==> src/rtl/number_overlay.sv <==
// Decimal seven-segment overlay: a double-dabble converter feeds a frame-synchronised
// display register, and a 2-stage pixel pipeline draws the digits at (x_in, y_in).
module number_overlay #(
    parameter int unsigned NUM_DIGITS = 4,
    parameter int unsigned VALUE_W    = 14,
    parameter int unsigned DIGIT_W    = 32,
    parameter int unsigned DIGIT_H    = 48,
    parameter int unsigned GAP        = 8,
    parameter int unsigned SEG_T      = 3,
    parameter logic [23:0] COLOR      = 24'hFFFFFF,
    parameter bit          BLANK_LZ   = 1'b1
) (
    input  logic               pixel_clk_in,
    input  logic               rst_in,
    input  logic [10:0]        x_in,
    input  logic [9:0]         y_in,
    input  logic [10:0]        hcount_in,
    input  logic [9:0]         vcount_in,
    input  logic [VALUE_W-1:0] value_in,
    input  logic               value_valid_in,
    input  logic               frame_start_in,
    output logic [7:0]         red_out,
    output logic [7:0]         green_out,
    output logic [7:0]         blue_out,
    output logic               busy_out,
    output logic               overflow_out
);

    localparam int unsigned PITCH      = DIGIT_W + GAP;
    localparam int unsigned SPAN       = NUM_DIGITS * PITCH;
    // Enough BCD digits for the widest input, so overflow is visible in the upper digits.
    localparam int unsigned VAL_DIGITS = (VALUE_W * 30103) / 100000 + 1;
    localparam int unsigned BCD_N      = (VAL_DIGITS > NUM_DIGITS) ? VAL_DIGITS : NUM_DIGITS;
    localparam int unsigned CNT_W      = $clog2(VALUE_W + 1);

    typedef enum logic [1:0] {StIdle, StShift, StDone} state_e;

    state_e                  state_q, state_d;
    logic [VALUE_W-1:0]      bin_q, bin_d;
    logic [4*BCD_N-1:0]      bcd_q, bcd_d, bcd_shifted;
    logic [CNT_W-1:0]        cnt_q, cnt_d;
    logic [VALUE_W-1:0]      hold_q, hold_d;
    logic                    hold_valid_q, hold_valid_d;
    logic [4*NUM_DIGITS-1:0] pend_q, pend_d, disp_q, disp_d;
    logic                    pend_ovf_q, pend_ovf_d, pend_valid_q, pend_valid_d;
    logic                    disp_ovf_q, disp_ovf_d;
    logic                    bcd_ovf;
    logic [3:0]              nib;
    logic                    carry;

    generate
        if (BCD_N > NUM_DIGITS) begin : g_ovf
            assign bcd_ovf = |bcd_q[4*BCD_N-1:4*NUM_DIGITS];
        end else begin : g_no_ovf
            assign bcd_ovf = 1'b0;
        end
    endgenerate

    // Add-3 correction on every digit, then shift one binary bit in at the bottom.
    always_comb begin
        bcd_shifted = '0;
        nib         = '0;
        carry       = bin_q[VALUE_W-1];
        for (int i = 0; i < BCD_N; i++) begin
            nib = bcd_q[4*i +: 4];
            if (nib >= 4'd5) nib = nib + 4'd3;
            bcd_shifted[4*i +: 4] = {nib[2:0], carry};
            carry = nib[3];
        end
    end

    always_comb begin
        state_d      = state_q;
        bin_d        = bin_q;
        bcd_d        = bcd_q;
        cnt_d        = cnt_q;
        hold_d       = hold_q;
        hold_valid_d = hold_valid_q;
        pend_d       = pend_q;
        pend_ovf_d   = pend_ovf_q;
        pend_valid_d = pend_valid_q;
        disp_d       = disp_q;
        disp_ovf_d   = disp_ovf_q;

        if (frame_start_in && pend_valid_q) begin
            disp_d       = pend_q;
            disp_ovf_d   = pend_ovf_q;
            pend_valid_d = 1'b0;
        end

        unique case (state_q)
            StIdle: begin
                if (hold_valid_q || value_valid_in) begin
                    bin_d   = hold_valid_q ? hold_q : value_in;
                    bcd_d   = '0;
                    cnt_d   = '0;
                    state_d = StShift;
                end
                // A strobe landing on the cycle a held value launches becomes the new hold.
                if (hold_valid_q) begin
                    hold_valid_d = value_valid_in;
                    if (value_valid_in) hold_d = value_in;
                end
            end
            StShift: begin
                bcd_d = bcd_shifted;
                bin_d = {bin_q[VALUE_W-2:0], 1'b0};
                cnt_d = cnt_q + 1'b1;
                if (cnt_q == CNT_W'(VALUE_W - 1)) state_d = StDone;
            end
            StDone: begin
                pend_d       = bcd_q[4*NUM_DIGITS-1:0];
                pend_ovf_d   = bcd_ovf;
                pend_valid_d = 1'b1;
                state_d      = StIdle;
            end
            default: state_d = StIdle;
        endcase

        if (state_q != StIdle && value_valid_in) begin
            hold_d       = value_in;
            hold_valid_d = 1'b1;
        end
    end

    always_ff @(posedge pixel_clk_in) begin
        if (rst_in) begin
            state_q      <= StIdle;
            bin_q        <= '0;
            bcd_q        <= '0;
            cnt_q        <= '0;
            hold_q       <= '0;
            hold_valid_q <= 1'b0;
            pend_q       <= '0;
            pend_ovf_q   <= 1'b0;
            pend_valid_q <= 1'b0;
            disp_q       <= '0;
            disp_ovf_q   <= 1'b0;
        end else begin
            state_q      <= state_d;
            bin_q        <= bin_d;
            bcd_q        <= bcd_d;
            cnt_q        <= cnt_d;
            hold_q       <= hold_d;
            hold_valid_q <= hold_valid_d;
            pend_q       <= pend_d;
            pend_ovf_q   <= pend_ovf_d;
            pend_valid_q <= pend_valid_d;
            disp_q       <= disp_d;
            disp_ovf_q   <= disp_ovf_d;
        end
    end

    assign busy_out     = (state_q != StIdle);
    assign overflow_out = disp_ovf_q;

    // Stage 1: position relative to the overlay origin.
    logic signed [11:0] dx, dy;
    logic [31:0]        dx32;
    logic               s1_inside_d, s1_inside_q, s1_gap_d, s1_gap_q;
    logic [2:0]         s1_cell_d, s1_cell_q;
    logic [11:0]        s1_lx_d, s1_lx_q, s1_ly_q;

    always_comb begin
        dx          = $signed({1'b0, hcount_in}) - $signed({1'b0, x_in});
        dy          = $signed({2'b00, vcount_in}) - $signed({2'b00, y_in});
        dx32        = {21'd0, dx[10:0]};
        s1_inside_d = !dx[11] && !dy[11] && ({21'd0, dy[10:0]} < DIGIT_H) && (dx32 < SPAN);
        s1_cell_d   = 3'(dx32 / PITCH);
        s1_lx_d     = 12'(dx32 % PITCH);
        s1_gap_d    = (dx32 % PITCH) >= DIGIT_W;
    end

    always_ff @(posedge pixel_clk_in) begin
        if (rst_in) begin
            s1_inside_q <= 1'b0;
            s1_gap_q    <= 1'b0;
            s1_cell_q   <= '0;
            s1_lx_q     <= '0;
            s1_ly_q     <= '0;
        end else begin
            s1_inside_q <= s1_inside_d;
            s1_gap_q    <= s1_gap_d;
            s1_cell_q   <= s1_cell_d;
            s1_lx_q     <= s1_lx_d;
            s1_ly_q     <= dy;
        end
    end

    // Stage 2: segment hit test against the committed digits.
    logic [31:0]           lx32, ly32;
    logic [6:0]            region, seg_map;
    logic [3:0]            digit;
    logic [NUM_DIGITS-1:0] lead_zero;
    logic                  run_zero, cell_blank, pix_on, top;

    always_comb begin
        lx32   = {20'd0, s1_lx_q};
        ly32   = {20'd0, s1_ly_q};
        top    = ly32 < DIGIT_H / 2;
        // Bit order {a, b, c, d, e, f, g}.
        region = {ly32 < SEG_T,
                  (lx32 >= DIGIT_W - SEG_T) && top,
                  (lx32 >= DIGIT_W - SEG_T) && !top,
                  ly32 >= DIGIT_H - SEG_T,
                  (lx32 < SEG_T) && !top,
                  (lx32 < SEG_T) && top,
                  (ly32 + SEG_T / 2 + 1 > DIGIT_H / 2) && (ly32 < DIGIT_H / 2 + SEG_T / 2 + 1)};

        run_zero  = 1'b1;
        lead_zero = '0;
        for (int i = 0; i < NUM_DIGITS; i++) begin
            run_zero     = run_zero && (disp_q[4*(NUM_DIGITS-1-i) +: 4] == 4'd0);
            lead_zero[i] = run_zero;
        end

        digit      = '0;
        cell_blank = 1'b0;
        for (int i = 0; i < NUM_DIGITS; i++) begin
            if (s1_cell_q == 3'(i)) begin
                digit      = disp_q[4*(NUM_DIGITS-1-i) +: 4];
                cell_blank = BLANK_LZ && lead_zero[i] && (i != NUM_DIGITS - 1);
            end
        end

        case (digit)
            4'd0:    seg_map = 7'b1111110;
            4'd1:    seg_map = 7'b0110000;
            4'd2:    seg_map = 7'b1101101;
            4'd3:    seg_map = 7'b1111001;
            4'd4:    seg_map = 7'b0110011;
            4'd5:    seg_map = 7'b1011011;
            4'd6:    seg_map = 7'b1011111;
            4'd7:    seg_map = 7'b1110000;
            4'd8:    seg_map = 7'b1111111;
            4'd9:    seg_map = 7'b1111011;
            default: seg_map = 7'b0000000;
        endcase

        if (disp_ovf_q) begin
            pix_on = region[0];
        end else begin
            pix_on = |(region & seg_map) && !cell_blank;
        end
        pix_on = pix_on && s1_inside_q && !s1_gap_q;
    end

    always_ff @(posedge pixel_clk_in) begin
        if (rst_in) begin
            red_out   <= '0;
            green_out <= '0;
            blue_out  <= '0;
        end else begin
            red_out   <= pix_on ? COLOR[23:16] : 8'd0;
            green_out <= pix_on ? COLOR[15:8]  : 8'd0;
            blue_out  <= pix_on ? COLOR[7:0]   : 8'd0;
        end
    end

endmodule

==> config.mk <==
export PLATFORM = sky130hd
export DESIGN_NAME = number_overlay
export DESIGN_NICKNAME = d
export VERILOG_FILES = /design/src/rtl/number_overlay.sv
export SDC_FILE = /design/constraint.sdc
export NUM_CORES = 1
export LEC_CHECK = 0
export CELL_PAD_IN_SITES_DETAIL_PLACEMENT = 1
export CELL_PAD_IN_SITES_GLOBAL_PLACEMENT = 1
export CORE_UTILIZATION = 40
export DETAILED_ROUTE_END_ITERATION = 8
export PLACE_DENSITY = 0.76
export SETUP_SLACK_MARGIN = 0.1
export SLEW_MARGIN = 20
export SYNTH_ARGS = -nofsm -noshare
export SYNTH_HDL_FRONTEND = slang
export SYNTH_SLANG_ARGS = --single-unit
==> constraint.sdc <==
create_clock -name pixel_clk_in -period 26.5 [get_ports pixel_clk_in]
set_clock_uncertainty 0.05 [all_clocks]
set_input_delay 7.95 -clock pixel_clk_in [delete_from_list [all_inputs] [get_ports pixel_clk_in]]
set_output_delay 7.95 -clock pixel_clk_in [all_outputs]
set_load 0.005 [all_outputs]
# --- After elaboration in Yosys (flattened, before gate mapping) ---
# Memories as Yosys holds them, arrays and structs flattened.
# Cells that the tools add are included.
word_totals:
  in_bits: 60
  n_memories: 1
  ff_bits: 127
  word_cells: 125
  out_inout_bits: 26
  romBits: 112
op_classes:
  n_div: 2
  n_addsub: 10
  n_eq_ne: 8
  n_reduce_logical: 37
  magnitude_cmp: 15
  n_bitwise: 1
  mux: 34
mem_list:
  columns: ["name", "words", "width", "rd", "rd_ports_with_merged_regs", "write_ports", "line_no", "source"]
  rows:
  - ["(name not given)", 16, 7, 1, 0, 0, "226", "case (digit)"]
op_table:
  columns: ["op", "count"]
  rows:
  - ["$mux 14", 6]
  - ["$pmux 20 s2", 1]
  - ["$mux 4", 9]
  - ["$div 11x6->32 const B", 1]
  - ["$ge 32x6->1 const B", 1]
  - ["$mod 11x6->32 const B", 1]
  - ["$pmux 14 s2", 1]
  - ["$lt 12x2->1 const B", 2]
  - ["$lt 12x5->1 const B", 2]
  - ["$ge 4x3->1 const B", 5]
  - ["$mux 20", 1]
  - ["$add 4x2->4 const B", 4]
  - ["$logic_and 1x1->1", 15]
  - ["$add 13x1->14 const B", 1]
  - ["$gt 14x5->1 const B", 1]
  - ["$add 12x1->13 const B", 1]
  - ["$ge 12x5->1 const B", 1]
  - ["$ge 12x6->1 const B", 1]
  - ["$logic_not 4->1", 3]
  - ["$reduce_bool 2->1", 6]
  - ["$sub 11x11->12", 1]
  - ["$lt 11x6->1 const B", 1]
  - ["$lt 11x8->1 const B", 1]
  - ["$sub 10x10->11", 1]
  - ["other kinds (23)", 40]

# --- Depth between registers and ports, before layout ---
# An unclocked memory read counts as a cell.
depth:
  ltp_word: 13
  ltp_mapped: 26

# --- Worst setup path before layout ---
# Ideal clock, no wire load.
synth_timing:
  kind: "input -> register"
  from: "in hcount_in[0]"
  to: "reg s1_lx_q[10]"
  t_arrival_ns: 13.814
  setup_slack_ns: 12.515
  cell_stages: 25
  path_cell_list: "inv_1 ha_1 inv_1 fa_1 a21o_1 a221oi_4 mux2_1 or2_1 buf_2 nor2_1 inv_1 ha_1 nor2b_1 a2111oi_2 o21ai_1 a311o_1 a31o_1 mux2_4 nor4_4 xnor2_1 a2111o_1 o31a_1 nor3_2 o21ai_2 mux2_4"
synth_via:
  elab_chain_cells: 2
synth_rtl:
  columns: ["item", "line_no", "source"]
  rows:
  - ["start: declaration", "17", "input logic [10:0] hcount_in,"]
  - ["$sub 11x11->12", "165", "dx = $signed({1'b0, hcount_in}) - $signed({1'b0, x_in});"]
  - ["$mod 11x6->32", "170", "s1_lx_d = 12'(dx32 % PITCH);"]
  - ["end signal: assignment", "185", "s1_lx_q <= s1_lx_d;"]
  - ["end: declaration", "162", "logic [11:0] s1_lx_d, s1_lx_q, s1_ly_q;"]
# Every way passes these cells.
# A chain may end at the register's enable or synchronous reset.

# --- Worst setup path after layout ---
layout_timing:
  from: "in x_in[0]"
  to: "reg s1_lx_q[10]"
layout_via:
  elab_chain_cells: 2
layout_rtl:
  columns: ["item", "line_no", "source"]
  rows:
  - ["start: declaration", "15", "input logic [10:0] x_in,"]
  - ["$sub 11x11->12", "165", null]
  - ["$mod 11x6->32", "170", null]
# Every way passes these cells.

==> impl_metrics.csv <==
group,metric,value,unit
clocking,insertion_delay,0.41,ns
clocking,cts_tree,"built",
power_and_ir_drop,power_density,76.9,mW/mm^2
clocking,clock_sinks,119,
grt,antenna_found_initial,3,
sta,setup_viol,0,
synth,netlist_area,0.00762,mm^2
setup_path,cp_top_family,"compound AO/OA/AOI/OAI gates",
floorplanning,pin_count,86,
synth,synthArstFlopShare,0,%
grt,grtUsageTotal,22.6,%
finish,final_cells,1260,
synth,syn_nets,1083,
floorplanning,die_w,140,um
clocking,clock_path_buffers,2,
finish,nNetsFinal,1113,
grt,grt_pass1_vias,7230,
setup_path,arrival,14.96,ns
synth,synth_area_leader_cell,"dfxtp_1",
floorplanning,core,0.0187,mm^2
routing,num_vias,7121,
synth,syn_avg_cell_area,7.76,um^2
setup_path,critPathMaxFanout,11,
min_path,hold_class,"flop to flop",
grt,grt.overflow.total,0,
power_and_ir_drop,peakVddDrop,43.7,uV
sta,hold_viol,0,
synth,synth_edf_count,0,
sta,setup_ws,11.79,ns
floorplanning,die_area,0.0196,mm^2
synth,ys_warn_count,0,
placement,portBuffers,85,
setup_path,critPathBufInv,3,
placement,placedCellCount,1227,
finish,layout-drive-gt1-share,7.61,%
clocking,h-tree-depth,4,
routing,routed_wl,21400,um
sta,maxSlewViolCount,0,
synth,synth_top_area_share,31.3,%
job,cap_viol_max_count,0,
clocking,cts_root_buf,"clkbuf_16",
sta,worst_pin_slew,0.977,ns
setup_path,cp.required,26.74,ns
placement,place_hpwl,15400,um
synth,synthTopCellsByArea,"dfxtp_1 (31%), a21oi_1 (7.4%), ha_1 (6.4%), nand2_1 (6.2%), nor2_1 (4.8%)",
floorplanning,start_util,40.7,%
routing,drtAntennaViolNets,0,
synth,netlist_instances,982,
grt,grt_max_degree,63,
clocking,cts.clk_slew.worst_paths,0.06,ns
setup_path,startpoint_type,"primary input",
finish,fin_util,48.2,%
synth,ys_seq_elements,119,
synth,synthFlopType,"dfxtp_1",
sta,slew_headroom,34.4,%
setup_path,crit_chain,"clkdlybuf4s50_1 -> ha_1 -> inv_1 -> fa_1 -> a21o_1 -> a221oi_4 -> mux2_1 -> or2_1 -> nor2_1 -> inv_1 -> ha_1 -> nor2b_1 -> a2111oi_2 -> o21ai_1 -> a311o_1 -> a31o_1 -> mux2_4 -> nor4_4 -> xnor2_1 -> a2111o_1 -> o31a_1 -> nor3_2 -> o21ai_2 -> mux2_4",
grt,grt_pass1_wl,35800,um
setup_path,end_kind,"flop",
sta,fmax,68.0,MHz
placement,gp_congestion,0.856,
outcome,status,"complete, no violations",
setup_path,cp_slowest_cell,"nor4_4",
clocking,post_cts_buffers,0,
routing,drc,0,
routing,wire_per_inst,17.0,um
synth,yosysSeqAreaShare,31.3,%
clocking,ctsResizeCount,0,
routing,dr.pass1.iters,5,
routing,drt_iter0_drc,372,
floorplanning,die_h,140,um
placement,dp_worst_setup_slack,11.43,ns
sta,rsz0062_at_grt,"no",
floorplanning,rows,50,
finish,fillCellCount,2281,
setup_path,critPathMaxStageDelay,0.48,ns
sta,period_minus_slack,14.71,ns
clocking,cts_hold_buf,0,
clocking,cts_inserted_buffers,17,
sta,setup_tns,0,ns
setup_path,crit_type,"primary input to flop",
sta,min_period_over_period,55.5,%
finish,area_delta_synth_final,18.3,%
synth,synth_cell_types,83,
power_and_ir_drop,p_leak,0.00339,uW
routing,vias_per_cell,5.65,
==> through the flow <==
stage          total power [uW]  hold WS, ns  instance area [um^2]
2_1_floorplan               397        0.324                  7620
3_3_place_gp                453        0.348                  8390
3_5_place_dp                457        0.354                  8390
4_1_cts                     694        0.355                  9000
5_1_grt                     735        0.355                  9010
6_report                    692        0.348                  9010
==> synth_stat cells (4+ instances only) <==
cell type  count
a31oi_1        4
dfxtp_1      119
mux2_2        11
or4_1          4
nand3_1       24
nor2_1        97
o21a_1         5
o211ai_1      12
clkbuf_1      44
xnor2_1       21
and2_1         4
nor3_1        27
or3_1          6
o21ai_0       39
nand4_1        5
a22oi_1       13
nor4_1         6
nand2b_1      21
inv_1         43
a21oi_1      112
and3_1         5
a211oi_1      16
mux2i_1       10
nand2_1      126
a21o_1        14
ha_1          39
xor2_1        10
buf_2          7
or2_2          7
nor2b_1       11
a222oi_1       7
o31ai_1        4
buf_4         25
o211a_1        6
==> worst reg2reg max path: cells and delay by family (launching register included) <==
kind	cells	cell delay, ns
compound gates	4	0.67
fa+ha+maj	1	0.16
buf+inv	2	0.17
flops	1	0.54
mux	3	0.98
simple gates	2	0.51
==> routing by layer <==
layer | wire length [um] | vias up | share of wire [%] | GRT usage (%)
met5 | 11 | - | 0.051 | 0
met4 | 274 | 2 | 1.3 | 6.59
met3 | 734 | 20 | 3.4 | 5.23
met2 | 10600 | 100 | 50 | 39.4
met1 | 9780 | 3476 | 46 | 27.5
li1 | - | 3523 | - | -
==> path summary, 6_finish.rpt <==
kind | cells after the start | end | startpoint | slack, ns
worst max register to register | 12 | blue_out[6] | s1_cell_q[1] | 23.30
worst max-delay path | 24 | s1_lx_q[10] | x_in[0] | 11.79
worst min-delay path | 1 | blue_out[6] | s1_gap_q | 0.35
worst min register to register | 1 | blue_out[6] | s1_gap_q | 0.35
==> layout by cell type, fill, tap and decap left out, types with 4 or more instances in the layout <==
cell / Yosys / routed
a21oi_1: 112 / 112
inv_1: 43 / 43
o211ai_1: 12 / 12
clkdlybuf4s50_1: 0 / 84
o21ai_0: 39 / 39
nand2b_1: 21 / 20
xor2_1: 10 / 10
and3_1: 5 / 5
a22oi_1: 13 / 13
nand4_1: 5 / 5
mux2_2: 11 / 11
a222oi_1: 7 / 7
clkbuf_16: 0 / 17
a211oi_1: 16 / 16
and2_1: 4 / 4
or3_1: 6 / 6
dfxtp_1: 119 / 119
a21o_1: 14 / 14
o21a_1: 5 / 5
nor2b_1: 11 / 10
nor2_1: 97 / 97
nor4_1: 6 / 6
o31ai_1: 4 / 4
or4_1: 4 / 4
nor3_1: 27 / 27
ha_1: 39 / 39
mux2i_1: 10 / 10
o211a_1: 6 / 6
xnor2_1: 21 / 21
or2_2: 7 / 7
nand2_1: 126 / 126
buf_4: 25 / 7
a31oi_1: 4 / 4
clkinv_4: 0 / 4
nand3_1: 24 / 24
==> state kept, by name (all words and copies together) (netlist names), 2 cells and up <==
signal,count
s1_cell_q,3
cnt_q,4
s1_ly_q,11
state_q,2
bin_q,14
disp_q,16
hold_q,14
pend_q,16
s1_lx_q,12
bcd_q,20
==> cell families after synthesis <==
logic type               count (synthesis)  share of synthesized area [%]
flip-flops                             119                           31.3
XOR/XNOR                                31                           3.56
buffers and inverters                  124                           7.56
AO/OA/AOI/OAI                          281                           24.2
adder cells (fa/ha/maj)                 43                           7.20
multiplexers                            27                           4.37
AND/OR/NAND/NOR                        357                           21.8
==> power breakdown <==
group	switching [uW]	total, uW	internal, uW
combinational	156	258	101
clock	85.7	233	147
sequential	9.24	202	193
total	251	692	441
==> final cells by class <==
class | instances | area (um^2) | share of cell area [%]
multi-input combinational | 739 | 4660 | 51.8
sequential | 119 | 2380 | 26.4
timing repair buffer | 91 | 893 | 9.92
clock buffer | 20 | 467 | 5.18
tap | 234 | 293 | 3.25
inverter | 44 | 165 | 1.83
clock inverter | 12 | 141 | 1.57
antenna | 1 | 2.50 | 0.0278
(Power assumes the default switching activity.)
==> edit: new RTL, config.mk and constraints unchanged <==
The parameter `NUM_DIGITS` goes from 4 to 6.
--- a/src/rtl/number_overlay.sv
+++ b/src/rtl/number_overlay.sv
@@ -1,7 +1,7 @@
 // Decimal seven-segment overlay: a double-dabble converter feeds a frame-synchronised
 // display register, and a 2-stage pixel pipeline draws the digits at (x_in, y_in).
 module number_overlay #(
-    parameter int unsigned NUM_DIGITS = 4,
+    parameter int unsigned NUM_DIGITS = 6,
     parameter int unsigned VALUE_W    = 14,
     parameter int unsigned DIGIT_W    = 32,
     parameter int unsigned DIGIT_H    = 48,
Formal check against the unedited RTL: not equivalent (a bounded check fails within 4 cycles, from zero or initial values and one cycle with rst_in high).
==> edit against the original RTL <==
  * Wire length is 6.3% higher
  * Worst setup slack better by 0.35 ns
  * Combinational power is 17% higher
  * Synthesized area is 11% higher
  * Total power is 13% higher
  * Cell area is 10% higher
  * Cell count is 12% higher
  * Sequential cell count is 18 higher
  * Sequential share of layout area is 1.2 points higher
  * Synthesized cell count is 13% higher
  * Critical path type unchanged
  * Largest cell class unchanged
==> edit: results (changes against the original RTL) <==
| Metric | Value |
|---|---|
| Outcome | `finished, final reports clean` |
| Pre-CTS WS | `11.77 ns (+0.3453 ns)` |
| Placed Area | `0.009298 mm² (+11%)` |
| CTS root buffer | `clkbuf_16` |
| Total CTS buffers | `17 (unchanged)` |
| Maximum vdd drop | `0.04952 mV (+13%)` |
| Layout cells sized above 1 | `6.545% (-1.1 points)` |
| Hold WC Path Type | `reg -> reg` |
| Clk_lat worst skew | `0.43 ns (+0.02 ns)` |
| P_leak | `0.003729 µW (+9.9%)` |
| CP max-delay cell | `o21ai_2` |
| Cell depth of the worst flop-to-flop path | `8 (-4)` |
| Initial antenna violation count | `0 (-3)` |
| Unique cell type count in the Yosys netlist | `84 (+1.2%)` |
| Largest cells by area after synthesis | `dfxtp_1 (32%), nand2_1 (7.7%), a21oi_1 (7.4%)` |
| Ant diodes | `0 (-1)` |
| Reg2reg start | `s1_cell_q[0]` |
| DR vias | `7888 (+11%)` |
| Hold-critical path depth | `2 (+1)` |
| Largest net degree at the start of global routing | `75 (+19%)` |
| Fraction of registers with async set/reset | `0% (unchanged)` |
| Syn avg cell area | `7.661 µm² (-1.2%)` |
| Hold path startpoint | `pend_q[18]` |
| FF-to-FF End | `blue_out[6]` |
| Number of setup buffers added after CTS | `0 (unchanged)` |
| Reg2reg setup slack | `23.41 ns (+0.11 ns)` |
| 1st-pass router iterations | `4 (-1)` |
| Largest regs | `bcd_q x24, disp_q x24, pend_q x24` |
| Commonest cells post-synth | `nand2_1 (173), dfxtp_1 (137), a21oi_1 (126)` |
| Initial DRC count | `293 (-21%)` |
| CTS hold repair buffers | `0 (unchanged)` |
| Synth Warn # | `0 (unchanged)` |
| Buffers on Ports | `84 (-1.2%)` |
| FMAX | `0.06961 GHz (+2.4%)` |
| Data arrival, critical path | `14.60 ns (-0.36 ns)` |
| H-Tree Depth | `4 (unchanged)` |
| CP Max Fanout | `18 (+7)` |
| Slowest stage delay, CP | `0.55 ns (+0.07 ns)` |
| Top FF cell, synth | `dfxtp_1` |
| Sequential share of the synthesized area | `32.31% (+1.0 points)` |
| Final hold slack | `0.3998 ns (+0.05210 ns)` |
| Tightest Pin Transition | `1.014 ns (+0.03674 ns)` |
| GP Congestion | `0.8827 (+3.1%)` |
| Psw | `293.6 µW (+17%)` |
| Non-Filler Instances | `1416 (+12%)` |
| WHS Endpoint | `disp_q[18]` |
| Final-stage net count | `1235 (+11%)` |
| First-pass GRT wire length | `38.67 mm (+8.1%)` |
| Max clock buf depth | `2 (unchanged)` |
| Per-cell routed wire length | `16.06 µm (-5.4%)` |
| DPL Wire Length | `16.48 mm (+6.8%)` |
| Number of global-route vias before repair | `7953 (+10%)` |
| GRT Resource Usage Total | `21.84% (-0.74 points)` |
| Reg clk slew, reported paths | `0.06 ns (about the same)` |
| Post-CTS sizing | `0 (unchanged)` |
## edit: layout make-up
type	instances	area [µm²]
clock inverter	13	166.4
multi-input combinational	833	5127
fill	2528	10580
clock buffer	19	442.9
sequential	137	2743
inverter	51	191.4
tap	270	337.8
timing repair buffer	93	905.9
## edit: layer usage
metal	global-route usage, %	part of all wire (%)	vias up
li1	-	-	3931
met5	0	0	-
met3	3.765	2.7	34
met2	37.19	48	107
met4	8.969	2.1	0
met1	27.24	47	3816
## edit: worst max-delay path by stage
stage                     cells past startpoint     endpoint    startpoint
after detailed placement                     23  s1_lx_q[10]       x_in[0]
final                                        23  s1_lx_q[10]       x_in[0]
after global routing                         24  s1_lx_q[10]  hcount_in[0]
after CTS                                    23  s1_lx_q[10]       x_in[0]
after global placement                       23  s1_lx_q[10]       x_in[0]
after floorplan                              26  s1_lx_q[10]  hcount_in[0]
## edit: worst max-delay path: cells and delay by family
kind | cells | cell delay (ns)
AO/OA/AOI/OAI | 9 | 3.01
multiplexers | 1 | 0.33
adder cells (fa/ha/maj) | 3 | 0.99
AND/OR/NAND/NOR | 6 | 1.19
XOR/XNOR | 1 | 0.42
buffers and inverters | 3 | 0.67
## edit: cell families (layout without fill, tap and decap cells)
group                      count (synthesis)  count (layout)  share of synthesized area, %
and+or+nand+nor                          409             409                         21.76
AOI/OAI and AO/OA                        317             317                         24.57
buffers and inverters                    138             176                         7.400
DFF                                      137             137                         32.31
adders and majority gates                 43              43                         6.486
xor gates and xnor gates                  37              37                         4.039
muxes                                     26              26                         3.390
other                                      1               1                       0.04418
## edit: power groups by stage
stage | Clock [µW] | Sequential (µW) | Combinational (µW)
after detailed placement | 0 | 238 | 298
final | 244 | 234 | 302
after floorplan | 0 | 230 | 234
after CTS | 248 | 234 | 300
after global routing | 258 | 236 | 334
after global placement | 0 | 238 | 293
